===== src/rtl/ram_arbiter.sv =====
`timescale 1ns/1ps
// Registered, handshaked arbiter that shares one single-port RAM between the SD loader
// (port 0, strict priority) and CPU fetch/data (ports 1 and 2, round-robin).
module ram_arbiter #(
    parameter int AW      = 32,
    parameter int DW      = 32,
    parameter int TIMEOUT = 255
) (
    input  logic            Clock,
    input  logic            Reset,
    input  logic [2:0]      Anfrage,
    input  logic [2:0]      Schreiben,
    input  logic [3*AW-1:0] Adresse,
    input  logic [3*DW-1:0] DatenRein,
    output logic [2:0]      Fertig,
    output logic [DW-1:0]   DatenRaus,
    output logic            Fehler,
    output logic            Belegt,
    output logic            RAMLesenAn,
    output logic            RAMSchreibenAn,
    output logic [AW-1:0]   RAMAdresse,
    output logic [DW-1:0]   RAMDatenRein,
    input  logic [DW-1:0]   RAMDatenRaus,
    input  logic            RAMDatenBereit,
    input  logic            RAMDatenGeschrieben
);

    typedef enum logic [1:0] {LEERLAUF, ZUGRIFF, ANTWORT} state_t;

    // Last ZUGRIFF cycle index; the access is aborted when the counter sits here.
    localparam logic [15:0] CNT_LAST = 16'(TIMEOUT - 1);

    state_t        state_q, state_d;
    logic [1:0]    port_q, port_d;
    logic          ptr_q, ptr_d;       // 0: port 1 wins a tie, 1: port 2 wins
    logic [15:0]   cnt_q, cnt_d;
    logic          rd_q, rd_d;
    logic          wr_q, wr_d;
    logic [AW-1:0] addr_q, addr_d;
    logic [DW-1:0] wdata_q, wdata_d;
    logic [DW-1:0] rdata_q, rdata_d;
    logic [2:0]    fertig_q, fertig_d;
    logic          fehler_q, fehler_d;
    logic          belegt_q, belegt_d;
    logic [1:0]    grant;
    logic          done;

    always_comb begin
        // NOTE: every signal written here gets a default first, so no path can infer a latch.
        state_d  = state_q;
        port_d   = port_q;
        ptr_d    = ptr_q;
        cnt_d    = cnt_q;
        rd_d     = rd_q;
        wr_d     = wr_q;
        addr_d   = addr_q;
        wdata_d  = wdata_q;
        rdata_d  = rdata_q;
        fertig_d = 3'b000;
        fehler_d = fehler_q;
        belegt_d = belegt_q;

        grant = 2'd0;
        if (Anfrage[0])                     grant = 2'd0;
        else if (Anfrage[1] && Anfrage[2])  grant = ptr_q ? 2'd2 : 2'd1;
        else if (Anfrage[1])                grant = 2'd1;
        else if (Anfrage[2])                grant = 2'd2;

        // Only the completion that matches the access type counts.
        done = rd_q ? RAMDatenBereit : RAMDatenGeschrieben;

        case (state_q)
            LEERLAUF: begin
                if (|Anfrage) begin
                    port_d   = grant;
                    rd_d     = !Schreiben[grant];
                    wr_d     = Schreiben[grant];
                    addr_d   = Adresse[int'(grant)*AW +: AW];
                    wdata_d  = DatenRein[int'(grant)*DW +: DW];
                    belegt_d = 1'b1;
                    cnt_d    = 16'd0;
                    state_d  = ZUGRIFF;
                    if (grant != 2'd0) ptr_d = (grant == 2'd1);
                end
            end
            ZUGRIFF: begin
                if (done) begin
                    rd_d     = 1'b0;
                    wr_d     = 1'b0;
                    if (rd_q) rdata_d = RAMDatenRaus;
                    fertig_d = 3'b001 << port_q;
                    state_d  = ANTWORT;
                end else if (cnt_q == CNT_LAST) begin
                    rd_d     = 1'b0;
                    wr_d     = 1'b0;
                    rdata_d  = '0;
                    fehler_d = 1'b1;
                    fertig_d = 3'b001 << port_q;
                    state_d  = ANTWORT;
                end else begin
                    cnt_d = cnt_q + 16'd1;
                end
            end
            ANTWORT: begin
                belegt_d = 1'b0;
                cnt_d    = 16'd0;
                state_d  = LEERLAUF;
            end
            default: state_d = LEERLAUF;
        endcase
    end

    always_ff @(posedge Clock or negedge Reset) begin
        if (!Reset) begin
            state_q  <= LEERLAUF;
            port_q   <= 2'd0;
            ptr_q    <= 1'b0;
            cnt_q    <= 16'd0;
            rd_q     <= 1'b0;
            wr_q     <= 1'b0;
            addr_q   <= '0;
            wdata_q  <= '0;
            rdata_q  <= '0;
            fertig_q <= 3'b000;
            fehler_q <= 1'b0;
            belegt_q <= 1'b0;
        end else begin
            // NOTE: non-blocking assignments so every flop samples the pre-edge values.
            state_q  <= state_d;
            port_q   <= port_d;
            ptr_q    <= ptr_d;
            cnt_q    <= cnt_d;
            rd_q     <= rd_d;
            wr_q     <= wr_d;
            addr_q   <= addr_d;
            wdata_q  <= wdata_d;
            rdata_q  <= rdata_d;
            fertig_q <= fertig_d;
            fehler_q <= fehler_d;
            belegt_q <= belegt_d;
        end
    end

    assign Fertig         = fertig_q;
    assign DatenRaus      = rdata_q;
    assign Fehler         = fehler_q;
    assign Belegt         = belegt_q;
    assign RAMLesenAn     = rd_q;
    assign RAMSchreibenAn = wr_q;
    assign RAMAdresse     = addr_q;
    assign RAMDatenRein   = wdata_q;

endmodule


===== config.mk =====
export PLATFORM = sky130hd
export DESIGN_NAME = ram_arbiter
export DESIGN_NICKNAME = d
export VERILOG_FILES = /design/src/rtl/ram_arbiter.sv
export SDC_FILE = /design/constraint.sdc
export NUM_CORES = 1
export LEC_CHECK = 0
export ABC_AREA = 1
export ABC_CLOCK_PERIOD_IN_PS = 2280
export CAP_MARGIN = 10
export CORE_MARGIN = 10
export CORE_UTILIZATION = 35
export DETAILED_ROUTE_END_ITERATION = 16
export GPL_TIMING_DRIVEN = 0
export PLACE_DENSITY = 0.72
export REMOVE_ABC_BUFFERS = 1
export SYNTH_ARGS = -nofsm -noshare
export SYNTH_HDL_FRONTEND = slang
export SYNTH_SLANG_ARGS = --single-unit

===== constraint.sdc =====
create_clock -name Clock -period 2.28 [get_ports Clock]
set_clock_uncertainty 0.05 [all_clocks]
set_input_delay 0.456 -clock Clock [delete_from_list [all_inputs] [get_ports Clock]]
set_output_delay 0.456 -clock Clock [all_outputs]
set_load 0.005 [all_outputs]

# Yosys cells after proc, flatten, opt, wreduce, memory -nomap -nowiden

Cells that the tools add are included.

Flip-flop bits (word level): 124
Logic and storage cells: 74
Output and inout port bits: 103
Bits of input ports: 234

Bitwise gates (word level): 1
$add $sub $neg: 1
Mux-type cells: 30
Equality and inequality tests: 9
Reductions and logical operators: 17
Order comparisons: 1
Shift operators: 3

Operators with widths:

| operator                | count |
|---|---|
| $shiftx A96 B8 Y32      | 2 |
| $mux W32                | 3 |
| $mux W16                | 3 |
| $pmux W16 S3            | 1 |
| $add A16 B1 Y16 const B | 1 |
| $eq A16 B8 Y1 const B   | 1 |
| $mux W2                 | 8 |
| $reduce_and A3 Y1       | 4 |
| $mux W3                 | 3 |
| $ne A2 B2 Y1 const B    | 4 |
| $reduce_bool A2 Y1      | 4 |
| $mux W1                 | 7 |
| $pmux W1 S2             | 3 |
| $reduce_and A2 Y1       | 3 |
| $eq A2 B1 Y1 const B    | 2 |
| $pmux W2 S2             | 1 |
| $reduce_and A4 Y1       | 1 |
| $lt A2 B3 Y1 const B    | 1 |
| $ne A3 B3 Y1 const B    | 1 |
| $reduce_bool A3 Y1      | 1 |
| $reduce_or A3 Y1        | 1 |
| $shl A1 B2 Y3 const A   | 1 |
| $bmux W1 S2             | 1 |
| $eq A2 B2 Y1 const B    | 1 |
| other kinds (4)         | 4 |

# Longest topological paths before layout

Gate-level depths: netlist (run 1).

Depth in word-level cells: 9
Gate-level depth with buffers: 10
Depth with buffers taken out: 10

# Worst setup path before layout (run 1)

OpenSTA, ideal clock, no wires.

Kind: register to register
Start point: register cnt_q[0]
End point: register rdata_q[23], in the netlist DatenRaus[23]
Library setup time: 0.117 ns
Slack: 0.701 ns
Cell stages (with the launch flop): 11
Required time: 2.113 ns
Arrival time: 1.412 ns
Buffers on the path: 1
Clock period less this slack: 1.579 ns
Path through: dfrtp_1 -> inv_1 -> ha_1 -> nand2_1 -> nor2_2 -> nand2_1 -> nand2_2 -> nand3_4 -> buf_6 -> nand2_1 -> o21ai_2

Word-level cells in the longest chain between the ends: 3

Ends and longest elaborated chain:

| item                                | RTL line | RTL |
|---|---|---|
| start, declared                     | 36       | `logic [15:0] cnt_q, cnt_d;` |
| start signal, assigned              | 132      | `cnt_q <= cnt_d;` |
| $eq A16 B8 Y1                       | 93       | `end else if (cnt_q == CNT_LAST) begin` |
| $reduce_bool A2 Y1 (no source line) | --       |  |
| $reduce_and A3 Y1 (no source line)  | --       |  |
| end signal, assigned                | 137      | `rdata_q <= rdata_d;` |
| end, declared                       | 41       | `logic [DW-1:0] rdata_q, rdata_d;` |

No other way between the ends.
A chain may end at the register's enable or synchronous reset.

# Worst setup path in the final report (run 1)

Start point: register rd_q, in the netlist RAMLesenAn
End point: register rdata_q[2], in the netlist DatenRaus[2]

Word-level cells in the longest chain between the ends: 3
Elaborated cells between the ends (all ways): 5
Those cells by class: eq/ne (1); mux (2); reduce/logical (2)

Ends and longest elaborated chain:

| item                                                                       | RTL line | RTL |
|---|---|---|
| start, declared                                                            | 37       | `logic rd_q, rd_d;` |
| start signal, assigned                                                     | 133      | `rd_q <= rd_d;` |
| $mux W1                                                                    | 70       | `done = rd_q ? RAMDatenBereit : RAMDatenGeschrieben;` |
| $ne A2 B2 Y1 (no source line) / $reduce_bool A2 Y1 (equally long branches) | --       |  |
| $reduce_and A3 Y1 (no source line)                                         | --       |  |

Parallel ways exist; a longest one is shown, timed or not.

==> metrics.txt, run 1 <==
synth cell count leaders=399 x sky130_fd_sc_hd__nand2_1, 124 x sky130_fd_sc_hd__dfrtp_1, 67 x sky130_fd_sc_hd__a21oi_1; area taken by flip-flops and latches=3100 um2; Worst setup EP type=register; Synth Flop Type=sky130_fd_sc_hd__dfrtp_1; via count of the first global-routing pass=6587; overall global routing resource usage=19.3%; peak supply drop=492 uV; worst slack at placement=-0.787 ns; standard-cell row count=49; worst reg-to-reg setup slack=0.22 ns; peak clock frequency supported by timing=485 MHz; Post-Synthesis Mean Instance Area=7.51 um2; initial antenna violation count=2; required time of the critical path=2.53 ns; post-layout instance area=10800 um2; ratio of cells with drive above 1 in the final layout=7.92%; Reg2Reg Launch Point=RAMLesenAn; PnR Total Power=11400 uW; largest net degree at the start of global routing=78; Post-synth EDFFs=0; Worst Path Class, Setup=reg -> reg; floorplan die area=24500 um2; Antenna Nets Post-Route=0; proportion of synthesized chip area in sequential cells=47.6%; Yosys top cell area share=47.6%; tightest slew margin relative to the limit=45.2%; grt ovf=0; most frequent cell after synthesis=sky130_fd_sc_hd__nand2_1; number of failing hold endpoints at the final stage=0; # DRC=0; Clock Path Buffers=2; post-layout net count=1422; layout overhead on the synthesized area=65.8%; most area-consuming cells after synthesis=sky130_fd_sc_hd__dfrtp_1 48%, sky130_fd_sc_hd__nand2_1 23%, sky130_fd_sc_hd__a21oi_1 5.1%, sky130_fd_sc_hd__o21ai_2 4.3%, sky130_fd_sc_hd__o21ai_0 3.5%; footprint of the multi-input gates=3080 um2; proportion of synthesized flip-flops having asynchronous set or reset=100%; post-synthesis instance area=6510 um2; post-route fraction of the period consumed by the critical path=90.5%; launch point of the critical path=RAMLesenAn; total placed instance area=10000 um2; detail-routed net length per standard cell=17.2 um; routed wl met3=2150 um; unrepaired setup endpoints after global routing=no; power per cell area=1050 nW/um2; post-DR vias/cell=4.68; setup_tns=0 ns; Vert. Die Dim=156 um; metal1 wirelength=9550 um; Post-Syn Instances=868; I/O pin count=337; MaxCap Viol Count=0; outcome=finished, final reports clean; Port-buffer cells=336; clock tree from TritonCTS=yes; largest fanout on the critical path=35; Starting Density=35.9%; Final Critical Period=2.06 ns; insertion delay to the later sink of the worst-skew pair=0.42 ns; routed vias=6685; cell type with the largest total area after synthesis=sky130_fd_sc_hd__dfrtp_1; met2 layer wire length in the routed design=12300 um; Clk pin slew, worst setup/hold paths=0.06 ns; topmost layer with routed signal wires=met5; core area=18100 um2; post-layout utilization of the core=59.5%; worst hold path class=reg -> reg; slack of the critical path=0.217 ns; HPWL after detailed placement=18600 um; level count of the clock H-tree=4; total leakage power=0.00484 uW; cts bufs inserted=17; root cell of the clock tree=sky130_fd_sc_hd__clkbuf_16; worst min-delay path startpoint=port_q[1]; Detailed Route WL=24500 um; number of distinct library cells after synthesis=31; kind of launch point of the worst setup path=register; GPL Wtd Cong=0.854; floorplan die width=156 um; number of storage elements in the synthesis netlist=124; YS warnings=0; number of iterations in the first detailed-routing pass=4; worst slew pin tran=0.821 ns; number of clock sinks seen by CTS=124; wire length of the first global-routing pass=36800 um; Max Slew Vio Count=0; arrival time at the worst endpoint=2.32 ns; final-report setup violation count=0; Filler Cell Count=1635; drt first-iter violations=313
==> cell type report <==
type / instances / area share [%]
Clock inverter: 13 / 2.18
Clock buffer: 19 / 4.19
Inverter: 35 / 1.24
Tap cell: 229 / 2.65
Multi-Input combinational cell: 665 / 28.5
Sequential cell: 124 / 28.7
Timing Repair Buffer: 343 / 32.5
Antenna cell: 1 / 0.0232
==> layer usage <==
| layer | vias to the layer above | global-route usage (%) |
|---|---|---|
| met5 | - | 0 |
| met4 | 2 | 5.71 |
| met3 | 33 | 7.73 |
| met2 | 248 | 33.7 |
| met1 | 2981 | 21.1 |
| li1 | 3421 | - |
==> critical path: stages, from the launching register on <==
cell and delay, ns:
sky130_fd_sc_hd__dfrtp_1 0.44, sky130_fd_sc_hd__inv_1 0.09, sky130_fd_sc_hd__nand2_2 0.19, sky130_fd_sc_hd__nand2_8 0.27, sky130_fd_sc_hd__inv_1 0.08, sky130_fd_sc_hd__nand2_2 0.19
sky130_fd_sc_hd__nand3_4 0.35, sky130_fd_sc_hd__nand2_1 0.20, sky130_fd_sc_hd__o21ai_2 0.07
==> repair_timing <==
item	CTS	global route
endpoints found under the hold margin	47	0
pin swaps	0	1
gates resized for setup	5	1
buffers inserted	0	0
endpoints found under the setup margin	38	19
cloned	2	1
hold buffers	1	0
==> cell usage in the layout (no fill, tap or decap), drive strengths merged <==
cell	instances
or2	2
dlygate4sd3	1
inv	37
dfrtp	124
nor2	39
diode	1
bufinv	6
ha	2
clkdlybuf4s50	335
buf	7
clkinvlp	2
clkbuf	19
a21oi	67
xnor2	1
o21bai	1
nand3	26
a31o	1
o21ai	108
clkinv	3
a31oi	1
nand2	402
xor2	4
nand4	8
nor3	3
==> sequential cells by signal, indices dropped and copies added, names as in the netlist <==
signal	flops
RAMLesenAn	1
DatenRaus	32
RAMAdresse	32
RAMDatenRein	32
ptr_q	1
state_q	2
port_q	2
Fertig	3
Fehler	1
Belegt	1
RAMSchreibenAn	1
cnt_q	16
==> metrics by stage <==
step,hold WS (ns),std cells
global route,0.429,1428
global placement,0.392,1386
finish,0.408,1429
floorplan,0.110,821
CTS,0.411,1427
detailed placement,0.376,1392
==> cells by family after synthesis <==
kind of cell	Yosys count	share of synthesized area [%]
AO/OA/AOI/OAI	178	15.9
XOR/XNOR	5	0.672
adder cells (fa/ha/maj)	2	0.384
buffers and inverters	82	6.41
flip-flops	124	47.6
AND/OR/NAND/NOR	477	29.0
==> worst paths after layout <==
kind | end | cells after the start
hold reg to reg | Fertig[1] | 1
hold / removal | Fertig[1] | 1
setup reg to reg | DatenRaus[2] | 8
min in group asynchronous | cnt_q[6] | 2
max in group asynchronous | RAMAdresse[16] | 3
setup / recovery | DatenRaus[2] | 8
==> report_power, final <==
group	internal, uW	switching [uW]
clock network	2120	1040
logic	2350	2390
registers	3020	468
total	7490	3900
Note: power is estimated with default switching activity, not from simulation.
==> run 2, diff against run 1 <==
--- a/config.mk
+++ b/config.mk
@@ -8,11 +8,11 @@
 export ABC_AREA = 1
 export ABC_CLOCK_PERIOD_IN_PS = 2280
 export CAP_MARGIN = 10
+export CORE_ASPECT_RATIO = 0.7
 export CORE_MARGIN = 10
-export CORE_UTILIZATION = 35
+export CORE_UTILIZATION = 25
 export DETAILED_ROUTE_END_ITERATION = 16
 export GPL_TIMING_DRIVEN = 0
-export PLACE_DENSITY = 0.72
 export REMOVE_ABC_BUFFERS = 1
 export SYNTH_ARGS = -nofsm -noshare
 export SYNTH_HDL_FRONTEND = slang
==> metrics.txt, run 2 (same netlist as run 1, synthesis figures left out) <==
required time of the critical path=2.53 ns; drt first-iter violations=370; arrival time at the worst endpoint=2.33 ns; number of failing hold endpoints at the final stage=0; standard-cell row count=49; Starting Density=25.4%; Detailed Route WL=27100 um; Worst Path Class, Setup=reg -> reg; root cell of the clock tree=sky130_fd_sc_hd__clkbuf_16; I/O pin count=337; core area=25700 um2; peak supply drop=424 uV; Max Slew Vio Count=0; post-route fraction of the period consumed by the critical path=90.9%; post-layout net count=1431; largest fanout on the critical path=18; worst slew pin tran=0.829 ns; MaxCap Viol Count=0; number of clock sinks seen by CTS=124; Clk pin slew, worst setup/hold paths=0.06 ns; Antenna Nets Post-Route=0; number of iterations in the first detailed-routing pass=5; overall global routing resource usage=15.8%; initial antenna violation count=0; kind of launch point of the worst setup path=register; Critical Path Slowest Stage Cell=sky130_fd_sc_hd__dfrtp_1; final-report setup violation count=0; grt ovf=0; total placed instance area=10200 um2; most frequent standard cell in the layout excluding fill and tap cells=sky130_fd_sc_hd__nand2_1; commonest cells after routing, fill and taps aside=398 x sky130_fd_sc_hd__nand2_1, 335 x sky130_fd_sc_hd__clkdlybuf4s50_1, 124 x sky130_fd_sc_hd__dfrtp_1; routed vias=6731; unrepaired setup endpoints after global routing=no; Final Critical Period=2.07 ns; ratio of cells with drive above 1 in the final layout=8.45%; via count of the first global-routing pass=6781; clock tree from TritonCTS=yes; worst hold path class=reg -> reg; insertion delay to the later sink of the worst-skew pair=0.42 ns; tightest slew margin relative to the limit=44.7%; largest net degree at the start of global routing=94; # DRC=0; ant diodes=0; GPL Wtd Cong=0.877; floorplan die area=33000 um2; Clock Path Buffers=2; layout overhead on the synthesized area=68.2%; HPWL after detailed placement=20200 um; peak clock frequency supported by timing=482 MHz; detail-routed net length per standard cell=17.6 um; outcome=finished, final reports clean; level count of the clock H-tree=4; crit path cell chain=inv_1 -> nand2_2 -> nand2_8 -> inv_1 -> nand2_2 -> nand3_4 -> nand2_1 -> o21ai_2; cts bufs inserted=17; Slowest Stage Delay on Critical Path=0.44 ns; power per cell area=1040 nW/um2; floorplan die width=213 um; post-layout instance area=11000 um2; wire length of the first global-routing pass=40300 um; total leakage power=0.00486 uW; Port-buffer cells=336; Worst setup EP type=register; post-layout utilization of the core=42.7%; Vert. Die Dim=155 um; post-DR vias/cell=4.38
==> run 2: layout make-up <==
cell class              instances  area [um2]
fillers                      2600       14700
repair buffers                350        3570
multi-input cells             667        3110
flip-flops and latches        124        3100
clock buffers                  20         457
well taps                     331         414
clock inverters                11         168
inverters                      35         136
==> run 2: final timing paths <==
kind / from / cells after the start / slack (ns) / endpoint
max reg2reg: RAMLesenAn / 8 / 0.21 / DatenRaus[6]
max in group asynchronous: Reset / 3 / 0.94 / RAMAdresse[13]
min reg2reg: port_q[1] / 1 / 0.41 / Fertig[1]
min in group asynchronous: Reset / 2 / 0.45 / DatenRaus[4]
min: port_q[1] / 1 / 0.41 / Fertig[1]
max: RAMLesenAn / 8 / 0.21 / DatenRaus[6]
==> run 2: report_power, final <==
group	total [uW]	internal [uW]	switching, uW
sequential	3480	3020	461
combinational	4990	2440	2550
clock	2900	1880	1020
total	11400	7340	4040
==> run 2: per-stage QoR <==
stage | hold WS (ns) | setup slack [ns] | TNS [ns] | power [uW] | instances
after floorplan | 0.110 | -1.25 | -80.41 | 5410 | 821
final | 0.408 | 0.207 | 0 | 11400 | 1538
after global routing | 0.440 | 0.00856 | 0 | 12200 | 1538
after CTS | 0.409 | 0.0539 | 0 | 11500 | 1530
after detailed placement | 0.330 | -0.803 | -44.43 | 8340 | 1494
after global placement | 0.401 | -4.70 | -874.37 | 8220 | 1488
==> run 2: routing by layer <==
layer	GRT usage, %	wire length [um]
met1	18.4	11400
met4	3.66	257
met2	26.4	12900
met3	6.74	2560
met5	0	0
==> run 2: worst max-delay path: cells and delay by family (launching register included) <==
kind            cells  cell delay (ns)
simple gates        5             1.22
flops               1             0.44
buf+inv             2             0.17
compound gates      1             0.06
==> run 2: repair_timing <==
action	in CTS	in global routing
resized for setup	6	3
pin swaps	1	2
setup buffers	0	7
endpoints found under the setup margin	48	17
gates cloned	4	1
endpoints found under the hold margin	34	0
hold buffers	1	0
==> run 3, diff against run 2 <==
--- a/config.mk
+++ b/config.mk
@@ -7,7 +7,7 @@
 export LEC_CHECK = 0
 export ABC_AREA = 1
 export ABC_CLOCK_PERIOD_IN_PS = 2280
-export CAP_MARGIN = 10
+export CAP_MARGIN = 20
 export CORE_ASPECT_RATIO = 0.7
 export CORE_MARGIN = 10
 export CORE_UTILIZATION = 25
==> metrics.txt, run 3 (same netlist as run 1, synthesis figures left out) <==
Final Critical Period=2.10 ns; launch point of the critical path=Anfrage[1]; commonest cells after routing, fill and taps aside=398 x sky130_fd_sc_hd__nand2_1, 335 x sky130_fd_sc_hd__clkdlybuf4s50_1, 124 x sky130_fd_sc_hd__dfrtp_1; worst reg-to-reg setup slack=0.26 ns; Vert. Die Dim=155 um; root cell of the clock tree=sky130_fd_sc_hd__clkbuf_16; floorplan die area=33000 um2; overall global routing resource usage=15.9%; Starting Density=25.4%; arrival time at the worst endpoint=2.38 ns; clock tree from TritonCTS=yes; number of clock sinks seen by CTS=124; grt ovf=0; cts bufs inserted=17; ant diodes=0; worst slew pin tran=0.805 ns; level count of the clock H-tree=4; PnR Total Power=11100 uW; largest fanout on the critical path=37; largest net degree at the start of global routing=94; most frequent standard cell in the layout excluding fill and tap cells=sky130_fd_sc_hd__nand2_1; area taken by flip-flops and latches=3100 um2; slack of the critical path=0.182 ns; # DRC=0; wire length of the first global-routing pass=40500 um; worst slack at placement=-0.807 ns; peak supply drop=436 uV; required time of the critical path=2.56 ns; post-DR vias/cell=4.39; standard-cell row count=49; insertion delay to the later sink of the worst-skew pair=0.42 ns; Worst setup EP type=register; MaxCap Viol Count=0; HPWL after detailed placement=20200 um; post-layout utilization of the core=42.3%; detail-routed net length per standard cell=17.6 um; post-route fraction of the period consumed by the critical path=92.0%; post-layout instance area=10900 um2; post-layout net count=1429; power per cell area=1020 nW/um2; worst hold path class=reg -> reg; total leakage power=0.00482 uW; ratio of cells with drive above 1 in the final layout=8.29%; I/O pin count=337; Antenna Nets Post-Route=0; Worst Path Class, Setup=in -> reg; via count of the first global-routing pass=6785; footprint of the multi-input gates=3110 um2; Reg2Reg Launch Point=RAMLesenAn; Detailed Route WL=27100 um; number of failing hold endpoints at the final stage=0; Port-buffer cells=336; outcome=finished, final reports clean; unrepaired setup endpoints after global routing=no; Clk pin slew, worst setup/hold paths=0.06 ns; kind of launch point of the worst setup path=primary input; worst hold slack=0.406 ns; initial antenna violation count=0; Filler Cell Count=2580; Max Slew Vio Count=0; drt first-iter violations=394; layout overhead on the synthesized area=66.9%; GPL Wtd Cong=0.877; routed vias=6749; tightest slew margin relative to the limit=46.3%; total placed instance area=10200 um2; number of iterations in the first detailed-routing pass=4; core area=25700 um2; Clock Path Buffers=2; floorplan die width=213 um; final-report setup violation count=0; worst min-delay path startpoint=port_q[0]; peak clock frequency supported by timing=477 MHz
-- run 3: cell count changes in the layout (fill, tap and decap cells not counted), sizes merged --
cell    change
buf         -2
bufinv      -2
clkinv      +3
-- run 3: area by class of cell --
type	instances	area share (%)
clock inverters	12	1.13
clock buffers	20	4.11
multi-input cells	667	28.6
well taps	331	3.81
flip-flops and latches	124	28.5
repair buffers	348	32.6
inverters	35	1.25
-- run 3: layer usage --
layer	routed length [um]	global-route usage, %
met4	124	3.15
met3	2470	6.54
met1	11500	18.6
met2	13000	26.8
met5	0	0
-- run 3: where the power goes --
group	internal (uW)	total (uW)	switching, uW
registers	3020	3490	465
clock network	1630	2650	1030
logic	2430	4970	2540
-- run 3: final timing paths --
check	end	depth (start not counted)
worst max-delay path	RAMDatenRein[23]	8
worst min-delay path	Fertig[2]	1
min in group asynchronous	DatenRaus[4]	2
worst min register to register	Fertig[2]	1
worst max register to register	DatenRaus[16]	7
max in group asynchronous	RAMAdresse[14]	3
-- run 3: metrics by stage --
step	std cells	TNS (ns)
2_1_floorplan	821	-80.41
3_3_place_gp	1488	-874.37
3_5_place_dp	1494	-43.70
4_1_cts	1531	0
5_1_grt	1537	0
6_report	1537	0
-- run 3: worst max-delay path, cell delays in order --
cell and delay [ns]:
sky130_fd_sc_hd__clkdlybuf4s50_1 0.56, sky130_fd_sc_hd__nand2_1 0.22, sky130_fd_sc_hd__nor2_4 0.46, sky130_fd_sc_hd__buf_12 0.27, sky130_fd_sc_hd__nand2_1 0.07, sky130_fd_sc_hd__nand2_1 0.13, sky130_fd_sc_hd__a21oi_1 0.05, sky130_fd_sc_hd__o21ai_0 0.14
-- run 3: repair_timing --
item,in CTS,in global routing
resized for setup,6,3
cloned,4,1
endpoints found under the setup margin,48,16
setup buffers,0,5
endpoints found under the hold margin,34,0
hold buffers,1,0
pin swaps,1,2
